## src/rtl/circular_shift_register.sv

```systemverilog
// Free-running rotating bank of SIZE entries of WIDTH bits, loaded with the
// index pattern on a synchronous active-low reset and rotated by one entry per clock.
module circular_shift_register #(
  parameter int WIDTH = 8,
  parameter int SIZE  = 16,
  parameter bit DIR   = 1'b0
) (
  input  logic                    clk,
  input  logic                    rst_n,
  output logic [WIDTH*SIZE-1:0]   reg_out
);

  // Entry i holds i truncated to WIDTH bits; wraps when SIZE exceeds 2^WIDTH.
  function automatic logic [WIDTH*SIZE-1:0] reset_image();
    logic [WIDTH*SIZE-1:0] img;
    img = '0;
    for (int i = 0; i < SIZE; i++) begin
      img[i*WIDTH +: WIDTH] = WIDTH'(i);
    end
    return img;
  endfunction

  localparam logic [WIDTH*SIZE-1:0] RESET_IMAGE = reset_image();

  logic [WIDTH*SIZE-1:0] bank_r;
  logic [WIDTH*SIZE-1:0] rotated_s;

  // Rotation is a whole-bank shift by one entry with the leaving entry wrapped around.
  if (DIR == 1'b0) begin : g_rot_up
    assign rotated_s = {bank_r[WIDTH*(SIZE-1)-1:0], bank_r[WIDTH*SIZE-1 -: WIDTH]};
  end else begin : g_rot_down
    assign rotated_s = {bank_r[WIDTH-1:0], bank_r[WIDTH*SIZE-1:WIDTH]};
  end

  // Bank register: reset reloads the index pattern, otherwise rotate every cycle.
  always_ff @(posedge clk) begin
    if (!rst_n) begin
      bank_r <= RESET_IMAGE;
    end else begin
      bank_r <= rotated_s;
    end
  end

  assign reg_out = bank_r;

endmodule

```

## config.mk

```make
export PLATFORM = sky130hd
export DESIGN_NAME = circular_shift_register
export DESIGN_NICKNAME = d
export VERILOG_FILES = /design/src/rtl/circular_shift_register.sv
export SDC_FILE = /design/constraint.sdc
export NUM_CORES = 1
export LEC_CHECK = 0
export CAP_MARGIN = 20
export CORE_MARGIN = 2
export CORE_UTILIZATION = 34
export DETAILED_ROUTE_END_ITERATION = 6
export DONT_BUFFER_PORTS = 1
export GPL_ROUTABILITY_DRIVEN = 0
export PLACE_DENSITY_LB_ADDON = 0.25
export SLEW_MARGIN = 10
export SYNTH_ARGS = -nofsm -noshare
export SYNTH_HDL_FRONTEND = slang
export SYNTH_SLANG_ARGS = --single-unit
```

## constraint.sdc

```tcl
create_clock -name clk -period 1.11 [get_ports clk]
set_input_delay 0.222 -clock clk [delete_from_list [all_inputs] [get_ports clk]]
set_output_delay 0.222 -clock clk [all_outputs]
set_load 0.02 [all_outputs]
```

After elaboration in Yosys (flattened, before gate mapping)
Cells that the tools add are included.
Widths: inputs -> output; s select.
{"block": "totals", "reg_bits": 128, "latchBits": 0, "mem_bits_rw": 0, "rom_bits": 0, "mem_count": 0}
{"block": "classes", "n_addsub": 0, "multipliers": 0, "n_div": 0, "magnitude_cmp": 0, "eq_ne": 0, "shifts": 0, "n_mux": 0, "bitwise": 0, "reduce_logical": 0}

Depth between registers and ports, before layout
Gate-level depths: netlist (run 1).
{"block": "depth", "ltp_word": 0, "ltp_mapped": 3, "mapped_depth_nobuf": 1}

Worst setup path after synthesis (run 1)
OpenSTA, ideal clock, no wires.
{"block": "synth_timing", "path_type": "input to register", "start": "input port rst_n", "end": "register bank_r[126] (netlist: reg_out[126])", "setup_ns": 0.115, "arrival_ns": 0.650, "t_required_ns": 0.995, "setup_slack_ns": 0.345, "path_stages": 3, "cell_sequence": "buf_4 -> buf_4 -> and2_1"}
{"element": "start: declaration", "line_no": "9", "text": "input logic rst_n,"}
{"element": "end signal: assignment", "line_no": "40", "text": "bank_r <= rotated_s;"}
{"element": "end: declaration", "line_no": "25", "text": "logic [WIDTH*SIZE-1:0] bank_r;"}
No word-level cell between the ends.

Worst setup path after layout (run 1)
{"block": "layout_timing", "start": "register bank_r[23] (netlist: reg_out[23])", "end": "output port reg_out[23]"}
{"element": "end: declaration", "line_no": "10", "text": "output logic [WIDTH*SIZE-1:0] reg_out"}
No word-level cell between the ends.

==> results of run 1 <==
[layer usage]
layer | vias up | track usage | part of all wire
li1 | 831 | - | -
met1 | 831 | 0.1508 | 0.38
met2 | 99 | 0.2040 | 0.45
met3 | 5 | 0.1154 | 0.15
met4 | 0 | 0.06286 | 0.0076
met5 | - | 0 | 0
[synthesized netlist by cell type]
cell,n
and2_1,96
nand2b_1,32
buf_4,3
dfxtp_1,128
clkbuf_2,9
buf_2,2
[power by group through the flow]
stage	sequential, mW	combinational [mW]	clock [mW]
floorplan	5.02	0.128	0
finish	4.74	0.0832	5.28
global placement	5.06	0.0817	0
detailed placement	5.06	0.0841	0
global route	4.76	0.0973	5.67
CTS	4.75	0.0852	5.44
[metrics by stage]
| step | power, mW | cell area (um^2) |
|---|---|---|
| 3_5_place_dp | 5.145 | 3530 |
| 2_1_floorplan | 5.145 | 3441 |
| 5_1_grt | 10.52 | 4588 |
| 4_1_cts | 10.27 | 4588 |
| 6_report | 10.11 | 4588 |
| 3_3_place_gp | 5.144 | 3530 |
[layout make-up]
type | count | area [um^2]
fillers | 890 | 5231
well taps | 133 | 166.4
multi-input cells | 128 | 800.8
clock buffers | 24 | 500.5
clock inverters | 5 | 77.57
flip-flops and latches | 128 | 3043
[what timing repair did]
action	4_1_cts	5_1_grt
setup endpoints to repair	128	128
endpoints found under the hold margin	128	128
gates resized for setup	256	0
[worst paths after layout]
kind / from / endpoint / slack [ps] / depth (start not counted)
setup / recovery: reg_out[23] / reg_out[23] / -20 / 0
hold reg to reg: reg_out[67] / reg_out[75] / 500 / 1
hold / removal: rst_n / reg_out[49] / -200 / 1
setup reg to reg: reg_out[23] / reg_out[31] / 450 / 1
[kinds of logic (layout without fill, tap and decap cells)]
group / count (synthesis) / after routing / synth area share
flip-flops: 128 / 128 / 0.7447
AND/OR/NAND/NOR: 128 / 128 / 0.2327
buffers and inverters: 14 / 29 / 0.02254
==> impl_results.md, run 1 <==
* Status: finished, violations left
* Failing checks: hold timing, setup timing
* H-tree lvl count at 4
* Core area at 9819 um^2
* Die Wd at 104.6 um
* Clock power frac at 0.523
* Final Slew Violations at 0
* Clock Skew at 6.812 ps
* Most frequent cells in the layout: 128 x dfxtp_4, 96 x and2_1, 32 x nand2b_1
* Synth top area share at 0.7447
* Pin count of the biggest net entering global routing at 129
* Final #Nets at 277
* Comb power frac at 0.008
* 1st-pass router iterations at 4
* Cell Int Power at 8.067 mW
* # DRC at 0
* Antenna Cells at 0
* GRT overflow at 0
* Die H at 104.6 um
* Crit Path Class: reg2out
* Drt initial violations at 52
* Critical Path RT at 890 ps
* Clock Tree Root: clkbuf_8
* MaxCap Viol Count at 0
* Synth area leader: dfxtp_1
* Final period utilization at 1.017
* Vias at 1766
* PD cells at 2203 nW/um^2
* GRT Total Usage at 0.1419
* First-pass GRT wire length at 11.18 mm
* Clk slew on worst S/H paths at 60 ps
* Crit-path max FO at 2
* Worst min path class: in2reg
* Synthesized instance count at 270
* Sw frac at 0.2018
* Post-DR vias/cell at 4.225
* WP data arrival at 910 ps
* Sequential fraction of the synthesis area at 0.7447
* Final setup vio count at 13
* Clk sinks at 128
* Synth top area cells: dfxtp_1 74%, and2_1 17%, nand2b_1 5.8%
* Synthesis Warnings at 0
* CTS Buf Count at 17
* Area Growth Syn to Fin at 33.35%
* Ports at 130
* Max frequency at 885.9 MHz
* Final hold viol count at 128
* Library cells used by synthesis at 6
* Leakage power at 1.756 nW
* Finished Layout Cells at 418
* Row cnt at 36
* Number of flip-flops in the largest register at 128
* Worst hold margin at -199.1 ps
* Routed wire length at 7.213 mm
* Dpl ws at 343.9 ps
* Initial core utilization at 0.3504
* CTS tree: yes
* Tmin final at 1129 ps
* # Post-CTS Setup Buffers at 0
* IR drop worst, VDD at 1.137 mV
* Post-Syn Nets at 272
* RSZ-0062 raised after global routing: yes
* Post-Syn Area at 3441 um^2
* Inst Count DP at 389
* Number of global-route vias before repair at 1872
* NetSw at 2.040 mW
* Post-route setup slack at -18.76 ps
* DPL Wire Length at 4.687 mm
* Die area at 10940 um^2
* Type of origin of the critical path: flip-flop
* Synth Area per Inst at 12.74 um^2
* Flops & latches, synth at 128
* Setup TNS at -87.81 ps
* Most common cell after layout, fill and taps aside: dfxtp_4
* Port Buf Inserts at 0
* Slew HR at 0.8095
* Initial antenna violation count at 0
* Slew @ Worst Pin at 285.7 ps
* Antenna violation net count after detailed routing at 0
* Final core occ at 0.4673
* Share of power burned in registers at 0.469
* Routed len/inst at 17.26 um
* Layout cells sized above 1 at 0.5474
* Clock latency on the worst-skew pair at 510 ps
* Clk buf depth at 2
* CP endpoint kind: primary output
Note: power is estimated with default switching activity, not from simulation.
==> inputs of run 2 (changes only) <==
- RECOVER_POWER: default -> 100
- SLEW_MARGIN: 10 -> 20
==> impl_results.md, run 2 (synthesis gave the netlist of run 1 again) <==
* Status: finished, violations left
* Failing checks: hold timing, setup timing
* WP data arrival at 910 ps
* Die area at 10940 um^2
* Final instance area at 4588 um^2
* Dpl ws at 343.9 ps
* Most frequent cells in the layout: 128 x dfxtp_4, 93 x and2_1, 32 x nand2b_1
* Routed wire length at 7.216 mm
* Drt initial violations at 52
* Slew @ Worst Pin at 285.7 ps
* RSZ-0062 raised after global routing: yes
* Critical Path RT at 890 ps
* Footprint of the multi-input gates at 800.8 um^2
* Crit Path Class: reg2out
* Leakage power at 1.753 nW
* Port Buf Inserts at 0
* Most common cell after layout, fill and taps aside: dfxtp_4
* FF/Latch Area at 3043 um^2
* PD cells at 2203 nW/um^2
* Post-DR vias/cell at 4.215
* H-tree lvl count at 4
* Initial core utilization at 0.3504
* Cell Area, Placed at 3530 um^2
* CTS tree: yes
* Routed len/inst at 17.26 um
* Worst min path class: in2reg
* Pin count of the biggest net entering global routing at 129
* Row cnt at 36
* Final #Nets at 277
* # DRC at 0
* Core area at 9819 um^2
* CTS Buf Count at 17
* # Post-CTS Setup Buffers at 0
* Die H at 104.6 um
* Final Slew Violations at 0
* Clock latency on the worst-skew pair at 510 ps
* Final hold viol count at 128
* Antenna Cells at 0
* Number of flip-flops in the largest register at 128
* Tmin final at 1129 ps
* Initial antenna violation count at 0
* Final setup vio count at 13
* Final period utilization at 1.017
* Worst hold margin at -199.1 ps
* CP endpoint kind: primary output
* Fill cells at 890
* Die Wd at 104.6 um
* Clock Skew at 6.812 ps
* Post-route setup slack at -18.76 ps
* 1st-pass router iterations at 4
* Layout cells sized above 1 at 0.5474
* Number of global-route vias before repair at 1872
* Final core occ at 0.4673
* Max frequency at 885.9 MHz
* Area Growth Syn to Fin at 33.35%
* Clk buf depth at 2
* Clock Tree Root: clkbuf_8
* Vias at 1762
* Antenna violation net count after detailed routing at 0
* MaxCap Viol Count at 0
* Crit-path max FO at 2
* First-pass GRT wire length at 11.18 mm
* DPL Wire Length at 4.687 mm
* GRT Total Usage at 0.1419
* GRT overflow at 0
* IR drop worst, VDD at 1.137 mV
* Clk slew on worst S/H paths at 60 ps
* Clk sinks at 128
* Ports at 130
* Type of origin of the critical path: flip-flop
* Slew HR at 0.8095
-- run 2: cell counts in the layout (fill, tap and decap cells not counted) --
No cell type changed its count.
-- run 2: final timing paths --
path                      from      endpoint  slack [ps]  cells past startpoint
setup / recovery   reg_out[23]   reg_out[23]         -20                      0
hold / removal           rst_n   reg_out[49]        -200                      1
hold reg to reg    reg_out[67]   reg_out[75]         500                      1
setup reg to reg  reg_out[118]  reg_out[126]         440                      1
-- run 2: layer usage --
metal / GRT usage / vias to the layer above / wire length (um)
met4: 0.06286 / 0 / 55
met5: 0 / - / 0
met2: 0.2040 / 99 / 3277
met3: 0.1154 / 5 / 1102
li1: - / 830 / -
met1: 0.1508 / 828 / 2781
-- run 2: area by class of cell --
| class | instances | share of cell area |
|---|---|---|
| Clock buffer | 24 | 0.1091 |
| Sequential cell | 128 | 0.6632 |
| Clock inverter | 5 | 0.01691 |
| Multi-Input combinational cell | 128 | 0.1745 |
| Tap cell | 133 | 0.03627 |
-- run 2: through the flow --
stage	power, mW	cells	setup TNS, ps
6_report	10.11	418	-87.29
5_1_grt	10.52	418	-5382
4_1_cts	10.27	418	-3856
3_3_place_gp	5.144	389	0
2_1_floorplan	5.145	270	0
3_5_place_dp	5.145	389	0
-- run 2: where the power goes --
part / switching [mW] / internal [mW]
clock: 1.78 / 3.50
combinational: 0.0255 / 0.0578
sequential: 0.237 / 4.50
-- run 2: timing repair --
action / CTS / global route
endpoints found under the setup margin: 128 / 128
resized for setup: 256 / 0
hold endpoints to repair: 128 / 128
==> inputs of run 3 (changes only) <==
- HOLD_SLACK_MARGIN: default -> 0.15
==> results of run 3 <==
The final DEF is identical to that of run 2; final timing and power are the same.
